$ cat src/rtl/tehb_dataless_fifo_if.sv
// Handshake bundle for the dataless ready-cutting buffer.
// Valid/ready contract: a token moves on a cycle where valid and ready are both high.
// A producer may drop valid at any time. The buffer keeps outs_valid asserted until the token is taken.
interface tehb_dataless_fifo_if;
  logic ins_valid;
  logic ins_ready;
  logic outs_valid;
  logic outs_ready;

  modport master (
    output ins_valid,
    output outs_ready,
    input  ins_ready,
    input  outs_valid
  );

  modport slave (
    input  ins_valid,
    input  outs_ready,
    output ins_ready,
    output outs_valid
  );
endinterface

$ cat src/rtl/tehb_dataless_fifo.sv
// Dataless elastic buffer that registers the ready path. It tracks up to NUM_SLOTS tokens
// as an occupancy count and passes tokens straight through with no latency while empty.
module tehb_dataless_fifo #(
  parameter int NUM_SLOTS = 4,
  localparam int CNT_W = $clog2(NUM_SLOTS + 1)
) (
  input  logic             clk,
  input  logic             rst,
  tehb_dataless_fifo_if.slave hs,
  output logic [CNT_W-1:0] occupancy
);

  logic [CNT_W-1:0] count;
  logic [CNT_W-1:0] count_next;
  logic             ready_q;
  logic             ready_next;
  logic             enq;
  logic             deq;
  logic             valid;

  // ins_ready comes only from ready_q, so outs_ready never reaches it combinationally.
  assign enq          = hs.ins_valid & ready_q;
  assign valid        = (count != '0) | enq;
  assign deq          = valid & hs.outs_ready;
  assign hs.ins_ready = ready_q;
  assign hs.outs_valid = valid;
  assign occupancy    = count;

  always_comb begin
    count_next = count;
    if (enq && !deq) begin
      count_next = count + 1'b1;
    end else if (!enq && deq) begin
      count_next = count - 1'b1;
    end
    ready_next = (count_next < CNT_W'(NUM_SLOTS));
  end

  always_ff @(posedge clk or negedge rst) begin
    if (!rst) begin
      count   <= '0;
      ready_q <= 1'b0;
    end else begin
      count   <= count_next;
      ready_q <= ready_next;
    end
  end

endmodule
$ cat src/flat_wrapper.sv
// flat-port wrapper written by rule: the top's interface ports become plain ports
module tehb_dataless_fifo_flat 
#(
  parameter int NUM_SLOTS = 4,
  localparam int CNT_W = $clog2(NUM_SLOTS + 1)
)
  (clk, rst, occupancy, hs_ins_valid, hs_outs_ready, hs_ins_ready, hs_outs_valid);
  tehb_dataless_fifo_if hs_i ();
  input  logic clk;
  input  logic rst;
  output logic [CNT_W-1:0] occupancy;
  input wire logic [$bits(hs_i.ins_valid)-1:0] hs_ins_valid;
  input wire logic [$bits(hs_i.outs_ready)-1:0] hs_outs_ready;
  output wire logic [$bits(hs_i.ins_ready)-1:0] hs_ins_ready;
  output wire logic [$bits(hs_i.outs_valid)-1:0] hs_outs_valid;
  assign hs_i.ins_valid = hs_ins_valid;
  assign hs_i.outs_ready = hs_outs_ready;
  assign hs_ins_ready = hs_i.ins_ready;
  assign hs_outs_valid = hs_i.outs_valid;
  tehb_dataless_fifo #(.NUM_SLOTS(NUM_SLOTS)) u_core (.clk(clk), .rst(rst), .hs(hs_i), .occupancy(occupancy));
endmodule
$ cat config.mk
export PLATFORM = sky130hd
export DESIGN_NAME = tehb_dataless_fifo_flat
export DESIGN_NICKNAME = d
export VERILOG_FILES = /design/src/rtl/tehb_dataless_fifo_if.sv /design/src/rtl/tehb_dataless_fifo.sv /design/src/flat_wrapper.sv
export SDC_FILE = /design/constraint.sdc
export NUM_CORES = 1
export LEC_CHECK = 0
export BUFFER_PORTS_ARGS = -buffer_cell sky130_fd_sc_hd__buf_2
export CAP_MARGIN = 5
export CORE_AREA = 2 2 39 41
export CTS_BUF_LIST = sky130_fd_sc_hd__clkbuf_8
export DETAILED_ROUTE_END_ITERATION = 16
export DIE_AREA = 0 0 41 43
export PLACE_DENSITY = 0.42
export SKIP_LAST_GASP = 1
export SYNTH_ARGS = -nofsm -noshare
export SYNTH_HDL_FRONTEND = slang
export SYNTH_SLANG_ARGS = --single-unit
$ cat constraint.sdc
create_clock -name clk -period 2.4 [get_ports clk]
set_input_delay 0.24 -clock clk [delete_from_list [all_inputs] [get_ports clk]]
set_output_delay 0.24 -clock clk [all_outputs]
set_load 0.01 [all_outputs]
-- Word level (Yosys, flattened, before mapping)
Index checks and enable logic that the tools add are counted.
- $lt $le $gt $ge: 1
- bitwise logic cells: 3
- add/sub/neg operators: 2
- mux-type cells: 2
- reductions and logical operators: 5
- operator list (kind ; count):
    $mux W3 ; 2
    $add A3 B1 Y3 const B ; 1
    $lt A3 B3 Y1 const B ; 1
    $reduce_bool A3 Y1 ; 1
    $sub A3 B1 Y3 const B ; 1
    $and A1 B1 Y1 ; 2
    $logic_and A1 B1 Y1 ; 2
    $logic_not A1 Y1 ; 2
    $or A1 B1 Y1 ; 1
- word-level logic and storage cells: 15
- input bits: 4
- register bits after elaboration: 4
- output and inout port bits: 5

-- Longest topological paths before layout
- depth after elaboration: 7
- depth in mapped cells: 5

-- Worst setup path before layout
OpenSTA, ideal clock, no wires.
- path kind: register to register
- start point: reg u_core.count[0], in the netlist u_core.occupancy[0]
- end point: reg u_core.count[1], in the netlist u_core.occupancy[1]
- clock period less this slack: 1.316 ns
- data arrival time: 1.188 ns
- stages on the path, launching flop included: 6
- path slack: 1.084 ns
- path buffers: 0
- cells stage by stage: dfrtp_1 inv_1 ha_1 and4b_2 a31oi_1 o31ai_1
- cells in the longest elaborated chain, start to end: 6
- elaborated cells between the ends (all ways): 10
- ends and longest elaborated chain (item ; RTL line ; RTL):
    from (decl) ; tehb_dataless_fifo.sv:13 ; logic [CNT_W-1:0] count;
    from (signal assigned) ; tehb_dataless_fifo.sv:44 ; count <= count_next;
    $reduce_bool A3 Y1 ; tehb_dataless_fifo.sv:23 ; assign valid = (count != '0) | enq;
    $or A1 B1 Y1 ; tehb_dataless_fifo.sv:23 ;
    $and A1 B1 Y1 ; tehb_dataless_fifo.sv:24 ; assign deq = valid & hs.outs_ready;
    $logic_and A1 B1 Y1 or $logic_not A1 Y1 (tied branches) ; tehb_dataless_fifo.sv:33, tehb_dataless_fifo.sv:31 ;
    $mux W3 or $logic_and A1 B1 Y1 (tied branches) ; tehb_dataless_fifo.sv:33, tehb_dataless_fifo.sv:31 ;
    $mux W3 * ; tehb_dataless_fifo.sv:31 ; if (enq && !deq) begin
Mark *: on every way between the ends. The rest lies on a longest branch, timed or not.

-- Worst setup path after layout
- start point: reg u_core.count[0], in the netlist u_core.occupancy[0]
- end point: out hs_outs_valid
- cells in the longest elaborated chain, start to end: 2
- ends and longest elaborated chain (item ; RTL line ; RTL):
    $reduce_bool A3 Y1 ; tehb_dataless_fifo.sv:23 ;
    $or A1 B1 Y1 ; tehb_dataless_fifo.sv:23 ;
    to (decl) ; flat_wrapper.sv:15 ; output wire logic [$bits(hs_i.outs_valid)-1:0] hs_outs_valid;
Every way passes these cells.

==> impl_metrics.env <==
export IMPL_fin_crit_ns=1.56
export IMPL_power_density_nw_per_um2=1310
export IMPL_setup_worst_path_start="u_core.occupancy[0]"
export IMPL_muxShareOfSynthArea=0
export IMPL_post_dp_hpwl_um=506
export IMPL_worstPathRequired_ns=2.16
export IMPL_clkTransAtPathRegs_ns=0.03
export IMPL_cp_start_kind="flop"
export IMPL_grt_pass1_vias=282
export IMPL_tns_ns=0
export IMPL_power_total_uw=525
export IMPL_wire_per_inst_um=11.5
export IMPL_setup_ws_ns=0.836
export IMPL_final_common_cell="buf_2"
export IMPL_max_slew_margin_rel=0.826
export IMPL_area_growth_pct=38.7
export IMPL_synth_compound_area_frac=0.204
export IMPL_cts_repair_resize_count=0
export IMPL_vias_per_cell=4.65
export IMPL_via_count=265
export IMPL_finalClockSkew_ns=0.00223
export IMPL_synth_top_cells_by_area="dfrtp_1, ha_1, nand2b_1"
export IMPL_routabilityCongestion=0.615
export IMPL_synth_top_area_frac=0.348
export IMPL_mostFrequentLayoutCells="buf_2, dfrtp_1, inv_1, ha_1, clkbuf_8"
export IMPL_arrival_ns=1.32
export IMPL_initial_core_util=0.208
export IMPL_grt_max_degree=11
export IMPL_die_area_sq_um=1760
export IMPL_vdd_drop_max_mv=0.468
export IMPL_pre_cts_slack_ns=0.999
export IMPL_synth_top_family_by_area="simple AND/OR/NAND/NOR gates"
export IMPL_postSynthCellCount=29
export IMPL_core_sq_um=1380
export IMPL_dr_pass1_iters=2
export IMPL_p_leak_uw=0.000198
export IMPL_syn_avg_cell_area_sq_um=9.92
export IMPL_die_x_um=41
export IMPL_htree_num_levels=1
export IMPL_post_cts_buffers=0
export IMPL_ys_types=21
export IMPL_endpoint_kind="output pin"
export IMPL_grt_setup_unrepaired="false"
export IMPL_cts_sinks=4
export IMPL_cts_max_path_buffers=2
export IMPL_wl_um=654
export IMPL_ys_warn_count=0
export IMPL_drc=0
export IMPL_cts_tree="done"
export IMPL_synth_xor_area_frac=0
export IMPL_io_buffer_count=8
export IMPL_layout_nets=50
export IMPL_synth_top_cell_by_area="dfrtp_1"
export IMPL_setup_viol=0
export IMPL_row_count=14
export IMPL_drive_gt1_frac=0.366
export IMPL_finalHoldViolCount=0
export IMPL_r2r_start="u_core.occupancy[0]"
export IMPL_io_pins=9
export IMPL_reg2reg_slack_ns=1.01
export IMPL_tightestPinTransition_ns=0.259
export IMPL_cts_hold_buffers=1
export IMPL_grt_pass1_wl_um=1210
export IMPL_drt_iter0_drc=3
export IMPL_synth_simple_area_share=0.278
export IMPL_yosys_area_share_adder=0.130
export IMPL_syn_num_nets=36
export IMPL_worst_setup_path_type="reg -> out"
export IMPL_netlist_area_sq_um=288
export IMPL_timing_hold_ws_ns=0.354
export IMPL_timing_fmax_mhz=639
export IMPL_cts_buffers=3
export IMPL_antenna_found_initial=0
export IMPL_ant_nets=0
export IMPL_num_antenna_cells=0
export IMPL_worstHoldPathType="in -> async"
export IMPL_fin_crit_sh=0.652
export IMPL_overflow=0
export IMPL_cts_root_buffer="clkbuf_8"
export IMPL_fp_dieH_um=43
export IMPL_clock_latency_ns=0.21
export IMPL_cap_violations=0
export IMPL_status="complete, no violations"
export IMPL_final_max_slew_viol_count=0
export IMPL_synth_seq_area_share=0.348
export IMPL_path_max_fanout=5
export IMPL_grt_use_total=0.104
export IMPL_ys_seq_elements=4
==> final cells by class <==
type | instances | area, sq um
Clock buffer | 3 | 41.3
Fill cell | 165 | 985
Sequential cell | 4 | 100
Tap cell | 16 | 20.0
Inverter | 3 | 11.3
Timing Repair Buffer | 9 | 50.0
Multi-Input combinational cell | 22 | 176
==> stage by stage <==
step	cell area (sq um)	std cells	util
floorplan	288	29	-
global placement	348	53	0.251
detailed placement	348	53	0.251
CTS	399	57	0.288
global route	399	57	0.288
finish	399	57	0.288
==> where the power goes <==
part	switching, uW	internal [uW]	total (uW)	leakage, uW
Clock	32.2	107	139	0.0000216
Sequential	42.0	104	146	0.0000467
Combinational	127	113	240	0.000130
==> cells by family (layout without fill, tap and decap cells) <==
| family | count (synthesis) | after routing |
|---|---|---|
| compound gates | 8 | 8 |
| fa+ha+maj | 3 | 3 |
| buf+inv | 3 | 15 |
| flops | 4 | 4 |
| simple gates | 11 | 11 |
==> routing by layer <==
layer,routed length [um],up-vias,GRT usage
li1,-,136,-
met1,318,124,0.133
met2,305,5,0.147
met3,30,0,0.0314
met4,0,0,0.0600
met5,0,-,0
==> path summary, 6_finish.rpt <==
kind | endpoint | cells after the start
setup / recovery | hs_outs_valid | 5
min in group clk | u_core.occupancy[1] | 3
hold reg to reg | flop | 1
hold / removal | asynchronous set/reset pin | 2
setup reg to reg | u_core.occupancy[0] | 5
max in group asynchronous | u_core.hs.ins_ready | 2
==> cells in the mapped netlist, drive strengths merged <==
master / number
a21oi: 1
a22o: 1
a22oi: 1
a31o: 1
a31oi: 1
and3: 2
and4b: 2
dfrtp: 4
ha: 3
inv: 3
nand2: 1
nand2b: 2
nand4: 1
nand4b: 1
nor2: 1
o211a: 1
o21ai: 1
o31ai: 1
or3: 1
==> critical path, stage by stage, from the launching register on <==
cell      delay (ns)
dfrtp_1         0.41
inv_1           0.12
ha_1            0.17
nand2b_1        0.11
nand2b_1        0.16
buf_2           0.13
No activity file was read; power rests on OpenSTA's default activity.
